File: src/rtl/dff_mem_fifo.sv
// Flip-flop memory tile: random-access RAM (mode 0) or synchronous FIFO (mode 1).
// Define DFF_MEM_PARITY_EN to store and check an even-parity bit per word.
module dff_mem_fifo #(
  parameter int unsigned DATA_W = 8,
  parameter int unsigned ADDR_W = 4
) (
  input  logic              clk,
  input  logic              rst_n,
  input  logic              ena,
  input  logic              mode,
  input  logic [ADDR_W-1:0] addr,
  input  logic              wr_en,
  input  logic              rd_en,
  input  logic [DATA_W-1:0] wr_data,
  input  logic              par_inj,
  output logic [DATA_W-1:0] rd_data,
  output logic              rd_valid,
  output logic              full,
  output logic              empty,
  output logic [ADDR_W:0]   count,
  output logic              wr_err,
  output logic              rd_err,
  output logic              par_err
);

  localparam int unsigned DEPTH = 1 << ADDR_W;
  localparam int unsigned CNT_W = ADDR_W + 1;
`ifdef DFF_MEM_PARITY_EN
  localparam int unsigned MEM_W = DATA_W + 1;
`else
  localparam int unsigned MEM_W = DATA_W;
`endif

  logic [MEM_W-1:0]  mem [DEPTH];
  logic              mode_q;
  logic [ADDR_W-1:0] wr_ptr;
  logic [ADDR_W-1:0] rd_ptr;

  logic              mode_sw_c;
  logic              push_ok_c;
  logic              pop_ok_c;
  logic              mem_we_c;
  logic              mem_re_c;
  logic              wr_rej_c;
  logic              rd_rej_c;
  logic [ADDR_W-1:0] wr_idx_c;
  logic [ADDR_W-1:0] rd_idx_c;
  logic [MEM_W-1:0]  wr_word_c;
  logic [MEM_W-1:0]  rd_word_c;
  logic [CNT_W-1:0]  count_nxt_c;
  logic              par_bad_c;

  // Request decode; acceptance uses pre-edge status, so no bypass paths exist.
  always_comb begin
    mode_sw_c   = (mode != mode_q);
    push_ok_c   = mode_q && !mode_sw_c && wr_en && !full;
    pop_ok_c    = mode_q && !mode_sw_c && rd_en && !empty;
    wr_rej_c    = mode_q && !mode_sw_c && wr_en && full;
    rd_rej_c    = mode_q && !mode_sw_c && rd_en && empty;
    mem_we_c    = ena && !mode_sw_c && (mode_q ? push_ok_c : wr_en);
    mem_re_c    = ena && !mode_sw_c && (mode_q ? pop_ok_c : rd_en);
    wr_idx_c    = mode_q ? wr_ptr : addr;
    rd_idx_c    = mode_q ? rd_ptr : addr;
    count_nxt_c = count + CNT_W'(push_ok_c) - CNT_W'(pop_ok_c);
    rd_word_c   = mem[rd_idx_c];
  end

`ifdef DFF_MEM_PARITY_EN
  // Stored bit makes the word even parity unless par_inj flips it.
  assign wr_word_c = {(^wr_data) ^ par_inj, wr_data};
  assign par_bad_c = ^rd_word_c;
`else
  logic unused_par_inj;
  assign unused_par_inj = par_inj;
  assign wr_word_c      = wr_data;
  assign par_bad_c      = 1'b0;
`endif

  // Storage array carries no reset.
  always_ff @(posedge clk) begin
    if (mem_we_c) mem[wr_idx_c] <= wr_word_c;
  end

  always_ff @(posedge clk or negedge rst_n) begin
    if (!rst_n) begin
      rd_data  <= '0;
      rd_valid <= 1'b0;
      wr_err   <= 1'b0;
      rd_err   <= 1'b0;
      par_err  <= 1'b0;
      count    <= '0;
      empty    <= 1'b1;
      full     <= 1'b0;
      mode_q   <= 1'b0;
      wr_ptr   <= '0;
      rd_ptr   <= '0;
    end else if (!ena) begin
      rd_valid <= 1'b0;
      wr_err   <= 1'b0;
      rd_err   <= 1'b0;
      par_err  <= 1'b0;
    end else begin
      rd_valid <= mem_re_c;
      wr_err   <= wr_rej_c;
      rd_err   <= rd_rej_c;
      par_err  <= mem_re_c && par_bad_c;
      if (mem_re_c) rd_data <= rd_word_c[DATA_W-1:0];
      if (mode_sw_c) begin
        mode_q <= mode;
        wr_ptr <= '0;
        rd_ptr <= '0;
        count  <= '0;
        empty  <= 1'b1;
        full   <= 1'b0;
      end else if (mode_q) begin
        if (push_ok_c) wr_ptr <= wr_ptr + ADDR_W'(1);
        if (pop_ok_c)  rd_ptr <= rd_ptr + ADDR_W'(1);
        count <= count_nxt_c;
        empty <= (count_nxt_c == '0);
        full  <= (count_nxt_c == CNT_W'(DEPTH));
      end
    end
  end

endmodule

File: config.mk
export PLATFORM = sky130hd
export DESIGN_NAME = dff_mem_fifo
export DESIGN_NICKNAME = d
export VERILOG_FILES = /design/src/rtl/dff_mem_fifo.sv
export SDC_FILE = /design/constraint.sdc
export NUM_CORES = 1
export LEC_CHECK = 0
export BUFFER_PORTS_ARGS = -buffer_cell sky130_fd_sc_hd__buf_2
export CAP_MARGIN = 20
export CORE_ASPECT_RATIO = 0.6
export CORE_UTILIZATION = 50
export CTS_CLUSTER_DIAMETER = 40
export CTS_CLUSTER_SIZE = 14
export DETAILED_ROUTE_END_ITERATION = 10
export PLACE_DENSITY = 0.72
export SLEW_MARGIN = 20
export SYNTH_ARGS = -nofsm -noshare
export SYNTH_HDL_FRONTEND = slang
export SYNTH_SLANG_ARGS = --single-unit
File: constraint.sdc
create_clock -name clk -period 3.7 [get_ports clk]
set_input_delay 0.185 -clock clk [delete_from_list [all_inputs] [get_ports clk]]
set_output_delay 0.185 -clock clk [all_outputs]
set_load 0.05 [all_outputs]
After elaboration in Yosys (flattened, before gate mapping). Memories as Yosys holds them, arrays and structs flattened. A register that Yosys moved wholly into a read port is not among the register bits. Index checks and enable logic that the tools add are counted.

Reduce and logical (&&, ||, !) cells: 23. $mul: 0. $add $sub $neg: 4. Bitwise logic cells: 0. Magnitude comparators: 0. Shift operators: 0. Eq/ne operators: 2. Div/mod/pow operators: 0. Multiplexer cells: 21.

Operators by type and width (count): 4-bit two-way mux (8); 1-bit two-way mux (11); 1-bit logical AND (10); 5-bit two-way mux (2); 4-bit by 1-bit adder with 4-bit output, second input constant (2); 2-bit AND reduction (3); 3-bit AND reduction (2); 2-bit nonzero test (3); 5-bit by 1-bit adder with 5-bit output (1); 5-bit equality test, second input constant (1); 5-bit logical NOT (1); 5-bit by 1-bit subtractor with 5-bit output (1); 1-bit logical NOT (4); 1-bit != test (1).

Register bits: 19. RAM bits: 128. Input port bits: 19. Memories: 1. Memory bits (read-only): 0. Bits in latches: 0. Output and inout bits: 19.

Memories: mem (words 16, bits a word 8, read ports 1, clocked after memory_dff 1, wr ports 1, line 34) `logic [MEM_W-1:0] mem [DEPTH];`.

Longest topological paths before layout.
Depth after elaboration: 10. Depth in mapped cells: 12. Mapped depth without buffers: 11.

Worst setup path after synthesis. OpenSTA, ideal clock, no wires.

Path type: register to register. From: reg full. To: reg full. Required time: 3.596 ns. Stages on the path, launching flop included: 9. Clock period less this slack: 2.803 ns. Path buffers: 1. Slack: 0.897 ns. Data arrival time: 2.700 ns. Cells stage by stage: dfrtp_1 > nand2b_1 > or2_1 > buf_6 > xnor2_1 > ha_1 > fa_1 > or4_4 > o41ai_2.

Cells in the longest elaborated chain, start to end: 7.

RTL lines: from (decl) (line 18) `output logic full,`; from (signal assigned) (line 120) `full <= (count_nxt_c == CNT_W'(DEPTH));`; 1-bit logical NOT (line 56) `push_ok_c = mode_q && !mode_sw_c && wr_en && !full;`; 1-bit logical AND (line 56); 5-bit by 1-bit adder with 5-bit output (line 64) `count_nxt_c = count + CNT_W'(push_ok_c) - CNT_W'(pop_ok_c);`; 5-bit by 1-bit subtractor with 5-bit output (line 64); 5-bit equality test (line 120); 1-bit two-way mux (line 115) `end else if (mode_q) begin`; 1-bit two-way mux (line 108) `if (mode_sw_c) begin`.

Every way passes these cells. The select of a mux whose other input is x is not followed. A chain may end at the register's enable or synchronous reset.

Worst setup path in the final report.
From: reg mode_q. To: mem mem[7][3] (netlist bit) (enable).

Cells in the longest elaborated chain, start to end: 9. Elaborated cells between the ends (all ways): 11. Those cells by class: 1 x eq/ne; 4 x mux; 6 x reduce/logical.

RTL lines: from (decl) (line 35) `logic mode_q;`; from (signal assigned) (line 109) `mode_q <= mode;`; 1-bit != test (line 55) `mode_sw_c = (mode != mode_q);`; 1-bit logical NOT (line 56, 60); 1-bit logical AND (3 in a row) (line 56); 1-bit two-way mux (line 60) `mem_we_c = ena && !mode_sw_c && (mode_q ? push_ok_c : wr_en);`; 1-bit logical AND (line 60); 1-bit two-way mux (line 81) `if (mem_we_c) mem[wr_idx_c] <= wr_word_c;`; 1-bit two-way mux (not written as such) (line 81); to (decl) (line 34).

Parallel ways exist; a longest one is shown, timed or not.

==> metrics.csv <==
metric,value,unit
status,completed,
viasPerCell,6.085,
yosysTopAreaCell,edfxtp_1,
use_met3,0.06146,
cp_slowest_cell,nor2_1,
n_antenna_cell,0,
mostFrequentLayoutCell,edfxtp_1,
final_cell_mix,"edfxtp_1 (128), nor2b_1 (121), o22ai_1 (64)",
ys_seq_elements,155,
relSlewSlack,0.2996,
syn_inst,681,
wl,20.20,mm
drc,0,
p_per_area,722.0,mW/mm2
gp_congestion,0.9416,
crit_chain,inv_1 > ha_1 > nand2b_1 > a211oi_1 > o21ai_0 > nor2_1,
die_height,97.70,um
worstPathMaxFanout,8,
clock_latency,420,ps
finalClockSkew,15.64,ps
drive_gt1_frac,0.1388,
ir_drop,0.0004657,V
yosys_warnings,0,
grt_pass1_vias,5305,
dieArea,0.01578,mm2
placed_area,0.008053,mm2
cts_tree,done,
wl_per_cell,21.65,um
syn_area_per_cell,11.21,um2
ys.flop_type,edfxtp_1,
syn_nets,709,
yosysTopAreaCellShare,0.5036,
regToRegSetupSlack,720,ps
synth-edff-count,128,
area_growth,13.16,%
die_w,161.5,um
crit_path_end_kind,flip-flop,
fin_tns_setup,0,ps
final_area,0.008637,mm2
grtUsageMet2,0.3707,
overflow,0,
vias,5677,
synth_cell_types,47,
initial_core_util,0.5200,
arrival,3030,ps
first_pass_iters,5,
grt_pass1_wl,30.82,mm
yosysSeqAreaShare,0.5923,
cap_violations,0,
hp-class,primary input to flip-flop,
ys_top_cells_by_area,"edfxtp_1 (50%), nor2b_1 (9.9%), dfrtp_1 (8.5%)",
grt_use_total,0.2665,
port_buffers,35,
drv_slew,0,
max_stage_delay,610,ps
cp_num_buf_inv,1,
io_pins,38,
fin_util,0.5885,
antenna_found_initial,0,
gr-usage-met1,0.4141,
worst_setup_path_start_kind,flip-flop,
worst_pin_slew,1046,ps
ant_nets,0,
clk_path_buf_depth,2,
cp_top_family,compound AO/OA/AOI/OAI gates,
busiest_layer,met1,
cts.sink_count,155,
final_hold_viol_count,0,
fmax,335.1,MHz
cts_repair_resize_count,0,
setup_viol,0,
critPathKind,flip-flop to flip-flop,
cts_root_buffer,clkbuf_16,
core.rowCount,34,
synthesis.area,0.007632,mm2
ys_async_sr_fraction,0.1742,
grt_max_degree,40,
rsz0062_at_grt,no,
coreArea,0.01468,mm2
clk_pin_slew,70,ps
layout.nets,750,
p_leak,0.003235,uW
post_cts_buffers,0,
min_period_over_period,0.8066,
required,3740,ps
cts_hold_buf,1,
numCtsBuffers,17,
period_needed,2984,ps
cts-htree-levels,4,
drt_iter0_drc,854,
dp_hpwl,13.38,mm
-- Yosys cell counts, types with 8 or more instances --
library cell and count:
a21oi_1 14, a221oi_1 32, a22oi_1 11, a31oi_1 11
and2b_1 8, buf_2 17, clkbuf_1 16, dfrtp_1 26
edfxtp_1 128, ha_1 8, inv_1 60, nand2_1 32
nor2_1 32, nor2b_1 121, o21ai_0 39, o22ai_1 64
-- cell families after synthesis --
family,after synthesis,synth area share
buffers and inverters,99,0.05459
AO/OA/AOI/OAI,187,0.1636
flip-flops,155,0.5923
multiplexers,3,0.004098
other,1,0.0004913
AND/OR/NAND/NOR,222,0.1634
XOR/XNOR,5,0.005739
adder cells (fa/ha/maj),9,0.01574
-- per-layer routing --
metal  vias to the layer above  share of wire
met2                       340           0.42
met4                         0         0.0095
li1                       2562              -
met1                      2758           0.45
met3                        17           0.12
met5                         -              0
-- where the power goes --
group | internal [uW] | switching (uW)
registers | 2040 | 187
clock network | 994 | 714
logic | 724 | 1580
total | 3750 | 2480
-- through the flow --
stage / cells / setup WS (ps) / hold WS [ps] / power (uW)
after detailed placement: 900 / 793.6 / 249.5 / 4488
after CTS: 933 / 765.1 / 56.07 / 6190
after global routing: 933 / 483.3 / 64.73 / 6504
after floorplan: 681 / 896.9 / -110.6 / 3814
after global placement: 900 / 916.8 / 227.9 / 4407
final: 933 / 715.7 / 61.41 / 6236
-- path summary, 6_finish.rpt --
| path | from | endpoint | cells after the start |
|---|---|---|---|
| setup / recovery | mode_q | mem[7][3] | 6 |
| hold / removal | wr_en | wr_err | 2 |
| setup reg to reg | mode_q | mem[7][3] | 6 |
| hold reg to reg | count[4] | count[4] | 1 |
| max in group asynchronous | rst_n | rd_ptr[0] | 2 |
| min in group asynchronous | rst_n | wr_err | 2 |
-- registers in the layout, summed over array words and instances (netlist names) --
signal	flops
rd_ptr	4
wr_err	1
empty	1
wr_ptr	4
mode_q	1
full	1
count	5
rd_err	1
rd_valid	1
rd_data	8
mem	128
-- cell type report --
class / instances / area [um2]
inverter: 60 / 225.2
timing repair buffer: 61 / 372.9
clock inverter: 14 / 145.1
sequential: 155 / 4522
fill: 1157 / 6040
multi-input combinational: 427 / 2695
tap: 198 / 247.7
clock buffer: 18 / 429.2
Note: power is estimated with default switching activity, not from simulation.
